===== config.mk =====
export PLATFORM = sky130hd
export DESIGN_NAME = pe_input_buffer
export DESIGN_NICKNAME = d
export VERILOG_FILES = /design/src/rtl/pe_input_buffer.sv
export SDC_FILE = /design/constraint.sdc
export NUM_CORES = 1
export LEC_CHECK = 0
export BUFFER_PORTS_ARGS = -buffer_cell sky130_fd_sc_hd__buf_2
export CAP_MARGIN = 20
export CORE_MARGIN = 3
export CORE_UTILIZATION = 62
export DETAILED_ROUTE_END_ITERATION = 12
export PLACE_DENSITY_LB_ADDON = 0.05
export SETUP_SLACK_MARGIN = 0.2
export SYNTH_ARGS = -nofsm -noshare
export SYNTH_HDL_FRONTEND = slang
export SYNTH_SLANG_ARGS = --single-unit

===== constraint.sdc =====
create_clock -name aclk -period 3.35 [get_ports aclk]
set_clock_uncertainty 0.05 [all_clocks]
set_input_delay 0.1675 -clock aclk [delete_from_list [all_inputs] [get_ports aclk]]
set_output_delay 0.1675 -clock aclk [all_outputs]
set_load 0.02 [all_outputs]

===== src/rtl/pe_input_buffer.sv =====
// pe_input_buffer: stream-fed operand buffer for pe_controller.
// Fills N = 2^(L_RAM_SIZE+1) words in address order, pulses start, then serves
// the PE read port until done, and re-arms for the next frame.
// Optional feature macro: PE_INBUF_PAD_EN (zero-pad a short frame up to N-1).
//
// state   | meaning
// --------+--------------------------------------------------------------
// FILL    | accepting stream words at wr_ptr; s_tready high
// ARM     | buffer full; one-cycle start pulse to pe_controller
// WAIT    | PE owns the buffer; leave on done
// PAD     | (PE_INBUF_PAD_EN only) writing zeros after an early s_tlast

module pe_input_buffer #(
    parameter int L_RAM_SIZE = 4,
    parameter int DATA_W     = 32
) (
    input  logic                  aclk,
    input  logic                  areset,
    input  logic [DATA_W-1:0]     s_tdata,
    input  logic                  s_tvalid,
    output logic                  s_tready,
    input  logic                  s_tlast,
    output logic                  start,
    input  logic                  done,
    input  logic [L_RAM_SIZE:0]   rdaddr,
    output logic [DATA_W-1:0]     rddata,
    output logic                  busy,
    output logic                  err_len
);

    localparam int AW = L_RAM_SIZE + 1;
    localparam int N  = 1 << AW;
    localparam logic [AW-1:0] LAST_ADDR = '1;

    typedef enum logic [1:0] {
        ST_FILL = 2'd0,
        ST_ARM  = 2'd1,
`ifdef PE_INBUF_PAD_EN
        ST_WAIT = 2'd2,
        ST_PAD  = 2'd3
`else
        ST_WAIT = 2'd2
`endif
    } state_t;

    state_t              state_q, state_d;
    logic [AW-1:0]       wr_ptr_q, wr_ptr_d;
    logic                err_len_q, err_len_d;
    logic                s_tready_q;
    logic                start_q;
    logic                busy_q;
    logic [DATA_W-1:0]   rddata_q;

    logic                accept;
    logic                mem_we;
    logic [DATA_W-1:0]   mem_wdata;

    logic [DATA_W-1:0]   mem [N];

    // s_tready is registered so it stays low through reset; it always mirrors state_q == FILL.
    assign accept = s_tvalid && s_tready_q;

    // Next-state, write pointer, memory write and length-error logic.
    always_comb begin
        state_d   = state_q;
        wr_ptr_d  = wr_ptr_q;
        err_len_d = err_len_q;
        mem_we    = 1'b0;
        mem_wdata = '0;
        case (state_q)
            ST_FILL: begin
                if (accept) begin
                    mem_we    = 1'b1;
                    mem_wdata = s_tdata;
                    wr_ptr_d  = wr_ptr_q + 1'b1;
                    if (wr_ptr_q == LAST_ADDR) begin
                        state_d = ST_ARM;
                        if (!s_tlast) begin
                            err_len_d = 1'b1;
                        end
                    end else if (s_tlast) begin
                        err_len_d = 1'b1;
`ifdef PE_INBUF_PAD_EN
                        state_d = ST_PAD;
`endif
                    end
                end
            end
            ST_ARM: begin
                // done is deliberately not looked at here; WAIT must see it.
                state_d = ST_WAIT;
            end
            ST_WAIT: begin
                if (done) begin
                    state_d  = ST_FILL;
                    wr_ptr_d = '0;
                end
            end
`ifdef PE_INBUF_PAD_EN
            ST_PAD: begin
                mem_we    = 1'b1;
                mem_wdata = '0;
                wr_ptr_d  = wr_ptr_q + 1'b1;
                if (wr_ptr_q == LAST_ADDR) begin
                    state_d = ST_ARM;
                end
            end
`endif
            default: begin
                state_d  = ST_FILL;
                wr_ptr_d = '0;
            end
        endcase
    end

    // State, pointer and registered status outputs.
    always_ff @(posedge aclk) begin
        if (areset) begin
            state_q    <= ST_FILL;
            wr_ptr_q   <= '0;
            err_len_q  <= 1'b0;
            s_tready_q <= 1'b0;
            start_q    <= 1'b0;
            busy_q     <= 1'b0;
        end else begin
            state_q    <= state_d;
            wr_ptr_q   <= wr_ptr_d;
            err_len_q  <= err_len_d;
            s_tready_q <= (state_d == ST_FILL);
            start_q    <= (state_d == ST_ARM);
            busy_q     <= (state_d != ST_FILL);
        end
    end

    // Buffer write port; contents survive reset, writes are blocked while it is held.
    always_ff @(posedge aclk) begin
        if (mem_we && !areset) begin
            mem[wr_ptr_q] <= mem_wdata;
        end
    end

    // Free-running synchronous read port; read-during-write returns the old word.
    always_ff @(posedge aclk) begin
        if (areset) begin
            rddata_q <= '0;
        end else begin
            rddata_q <= mem[rdaddr];
        end
    end

    assign s_tready = s_tready_q;
    assign start    = start_q;
    assign busy     = busy_q;
    assign err_len  = err_len_q;
    assign rddata   = rddata_q;

endmodule


* Word-level counts from Yosys, hierarchy flattened *
Memories as Yosys holds them, arrays and structs flattened. A register that Yosys moved wholly into a read port is not among the register bits.
Index checks and enable logic that the tools add are counted.

operators by class
  reduce and logical (&&, ||, !) cells = 9
  muxes and demuxes = 16
  equal/unequal tests = 7
  bitwise logic cells = 1
  $add $sub $neg = 1

operators by type and width
  kind                   number
  $mux W32               2
  $pmux W5 S3            1
  $mux W5                2
  $mux W1                7
  $mux W2                3
  $ne A2 B2 Y1 const B   3
  $pmux W2 S3            1
  $add A5 B1 Y5 const B  1
  $eq A5 B5 Y1 const B   1
  $eq A2 B1 Y1 const B   2
  $logic_not A2 Y1       2
  $reduce_and A4 Y1      1
  $reduce_bool A2 Y1     2
  $reduce_and A3 Y1      1
  $eq A2 B2 Y1 const B   1
  $logic_and A1 B1 Y1    2
  $logic_not A1 Y1       1
  $not A1 Y1             1

storage, ports and cells
  memories kept = 1
  word-level logic and storage cells = 41
  RAM bits = 1024
  bits of input ports = 42
  register bits after elaboration = 11

memory list
  memory  depth  bits a word  rd ports  clocked after memory_dff  wr ports  RTL line  text
  mem     32     32           1         1                         1         58        logic [DATA_W-1:0] mem [N];

* Depth between registers and ports, before layout *
  word-level depth = 6
  depth in mapped cells = 8
  gate-level depth less buffers = 6

* Worst setup path after synthesis *
OpenSTA, ideal clock, no wires.

  kind = register to register
  start = register s_tready_q, in the netlist s_tready
  end = memory mem[30][0], enable pin
  required time = 2.879 ns
  setup time = 0.421 ns
  stages on the path, launching flop included = 5
  arrival time = 2.754 ns
  path slack = 0.125 ns
  buffers on the path = 0
  cell sequence = dfxtp_1 -> nor4bb_1 -> nor2b_1 -> nand2_1 -> nor2_1

on the way
  longest elaborated chain between the ends = 6

RTL lines
  what                           RTL line  text
  from (decl)                    49        logic s_tready_q;
  from (signal assigned)         129       s_tready_q <= (state_d == ST_FILL);
  $logic_and A1 B1 Y1            61        assign accept = s_tvalid && s_tready_q;
  $mux W1                        72        if (accept) begin
  $mux W1                        70        case (state_q)
  $logic_and A1 B1 Y1            137       if (mem_we && !areset) begin
  $mux W1                        137
  $mux W1 (not written as such)  138       mem[wr_ptr_q] <= mem_wdata;
  to (decl)                      58

Every way passes these cells.

* Worst setup path in the final report *
  start = register state_q[1]
  end = memory mem[28][19], enable pin

on the way
  longest elaborated chain between the ends = 5

RTL lines
  what                           RTL line  text
  from (decl)                    46        state_t state_q, state_d;
  from (signal assigned)         126       state_q <= state_d;
  $logic_not A2 Y1               70
  $mux W1                        70
  $logic_and A1 B1 Y1            137
  $mux W1                        137
  $mux W1 (not written as such)  138

Every way passes these cells.

==> reports/results.txt <==
Mux cell area share after synthesis -> 15.68%
Post-synthesis sequential area ratio -> 77.93%
Met3 WL post-DR -> 7951 um
Initial Util -> 62.81%
Post-synthesis compound-gate area fraction -> 2.964%
CTS tree -> done
DP Area -> 42830 sq um
Die width -> 261.8 um
Number of global-route vias before repair -> 19860
CTS Buf Count -> 104
Largest family of logic cells by synthesized area -> multiplexers
Initial DRC Count -> 2415
Cell depth of the worst flop-to-flop path -> 7
Final Hold Viols -> 0
Final nets -> 2060
Top cells by count, synth -> edfxtp_1, mux4_2, mux2i_1, nor2_1, dfxtp_1
Worst vdd ir -> 0.5453 mV
GR Overflow Total -> 0
Final Cycle Share -> 76.76%
Setup TNS -> 0 ps
Initial antenna violation count -> 2
Max_slew headroom -> 24.58%
Cell taking the most area after synthesis -> edfxtp_1
CTS max path bufs -> 3
Crit path required time -> 3650 ps
Clk sinks -> 1067
Count leader, synth -> edfxtp_1
Setup crit end kind -> flip-flop
Area share of the leading cell type in the synthesized netlist -> 75.81%
Final Setup Violations -> 0
DRT antenna net count -> 0
Final Critical Period -> 2571 ps
# port buffers -> 77
Crit path kind -> flip-flop to flip-flop
Fin. max-slew vios -> 0
Routed WL -> 94430 um
Clk slew on worst S/H paths -> 60 ps
Core area -> 64580 sq um
Synth Area in Adders -> 0.1542%
Synthesized instance count -> 1820
Worst Max-Slew Pin Slew -> 1127 ps
Prevailing post-synth register cell -> edfxtp_1
Hold crit path type -> input port to flip-flop
Top sig layer -> met5
Peak Freq -> 0.3889 GHz
Post-Syn Area -> 40560 sq um
Root Buffer -> clkbuf_16
Die Span Y -> 261.8 um
Clock share of power -> 42.2%
Post-synthesis area per instance -> 22.29 sq um
Post-synth ARST share -> 0%
Post-Route M1 WL -> 37560 um
Fraction of layout instances using a drive strength above 1 -> 28.16%
Worst r2r src -> state_q[1]$_SDFF_PP0_
Worst Path Arrival -> 2870 ps
Clk_lat worst skew -> 650 ps
Synth cell types -> 40
DRC -> 0
Number of synthesis warnings -> 0
Largest net degree at the start of global routing -> 101
# Post-CTS Setup Buffers -> 0
Synth top area cells -> edfxtp_1, mux4_2, mux2i_1
Switching Share -> 20.22%
H-tree levels -> 3
RePlAce Congestion -> 0.8175
Post-synth EDFFs -> 1024
Max cap viols -> 0
Gate power share -> 4.4%
Final Total Pwr -> 27.42 mW
Diode count -> 0
Worst min-delay path startpoint -> rdaddr[3]
Global-route wire length before repair -> 137400 um
Min-Delay Endpoint -> rddata[22]$_SDFF_PP0_
Row cnt -> 93
Unrepaired setup endpoints after global routing -> false
CP Launch Type -> flip-flop
Post-route cell area -> 46350 sq um
Wire per inst -> 31.93 um
PD cells -> 591.6 nW/um^2
Crit-path max FO -> 13
P_leak -> 15.10 nW
Hold depth -> 3
Synth Area in Simple Gates -> 1.536%
Yosys reg bits -> 1067
GRT Total Usage -> 28.37%
Area growth, synth to finish -> 14.26%
P_int -> 21.87 mW
Synth Net Count -> 1867
Synth Area in XOR/XNOR -> 0.06478%
Vias/cell -> 6.642
I/O pin cnt -> 78
Total iterations of the first detailed-routing run -> 5
Metal2 WL -> 46650 um
Sequential Power Share -> 53.5%
Via count -> 19640
Worst r2r dst -> mem[28][19]$_DFFE_PP_
FF-to-FF setup slack -> 780 ps
Switching power -> 5.545 mW
Run status -> finished clean
Dpl hpwl -> 53490 um
DIE AREA -> 68530 sq um
[cell families (layout without fill, tap and decap cells)]
family | Yosys count | count (layout)
flops | 1067 | 1067
mux | 352 | 352
simple gates | 128 | 128
xor+xnor | 3 | 3
compound gates | 157 | 157
fa+ha+maj | 5 | 5
buf+inv | 108 | 390
[cells in the final DEF (no fill, tap or decap), drive strengths merged, types with 2 or more instances in the layout]
master	netlist	routed
nand2	28	28
xor2	3	3
mux2i	128	128
ha	5	5
nor2	46	46
buf	68	186
clkbuf	37	149
a221oi	22	22
inv	3	3
mux4	224	224
dfxtp	43	43
dlygate4sd3	0	6
nand3b	4	4
o2111ai	10	10
a21oi	2	2
o21ai	22	22
nor2b	4	4
bufinv	0	8
a221o	32	32
and2	35	35
a31oi	32	32
clkinv	0	32
a22oi	34	34
nand3	2	2
edfxtp	1024	1024
nor3	3	3
clkinvlp	0	6
[worst max-delay path by stage]
stage                                     start                     to  slack (ps)  depth (start not counted)
after global routing        s_tready$_SDFF_PP0_   mem[24][3]$_DFFE_PP_         700                          3
after floorplan             s_tready$_SDFF_PP0_   mem[30][0]$_DFFE_PP_         120                          4
final                     state_q[1]$_SDFF_PP0_  mem[28][19]$_DFFE_PP_         780                          7
after global placement                rdaddr[0]  rddata[23]$_SDFF_PP0_         760                          6
after CTS                 state_q[1]$_SDFF_PP0_  mem[28][16]$_DFFE_PP_         810                          7
after detailed placement  state_q[1]$_SDFF_PP0_  mem[28][17]$_DFFE_PP_         820                          7
[metal layers]
metal / vias to the layer above / track usage [%]
li1: 8094 / -
met1: 10510 / 40.96
met2: 867 / 45.47
met3: 170 / 5.609
met4: 2 / 7.653
met5: - / 0
[repair_timing]
item | in CTS | in global routing
endpoints found under the hold margin | 9 | 0
hold buffers | 6 | 0
setup endpoints to repair | 0 | 0
gates resized for setup | 0 | 0
[state kept, by name, summed over array words and instances, names as in the netlist]
name / flops
err_len: 1
mem: 1024
state_q: 2
rddata: 32
start: 1
busy: 1
wr_ptr_q: 5
s_tready: 1
[power groups by stage]
stage / Sequential (mW) / Clock [mW] / Combinational [mW]
CTS: 14.7 / 11.7 / 1.20
floorplan: 15.0 / 0 / 0.755
global route: 14.7 / 12.2 / 1.27
global placement: 14.9 / 0 / 1.17
detailed placement: 14.9 / 0 / 1.19
finish: 14.7 / 11.6 / 1.20
[area by class of cell]
cell class	instances	area, sq um
Inverter	3	12.51
Tap cell	855	1070
Clock buffer	149	2977
Multi-Input combinational cell	645	8559
Timing Repair Buffer	192	1677
Sequential cell	1067	31610
Fill cell	3789	18240
Clock inverter	46	440.4
[stage by stage]
step                setup WS, ps  std cells  util [%]  hold slack, ps
floorplan                  124.5       1820         -           333.8
global placement           756.5       2753     66.28           395.6
detailed placement         820.2       2754     66.31           403.8
CTS                        808.0       2955     71.70          0.6151
global route               701.8       2957     71.76           40.58
finish                     778.6       2957     71.76           32.65
[worst max-delay path, stage by stage, from the launching register on]
cell and delay [ps]:
dfxtp_1 380, nor4bb_4 350, nor2b_1 220, buf_4 160
nand2_1 60, buf_4 210, nor2_4 600, buf_12 240
No activity file was read; power rests on OpenSTA's default activity.
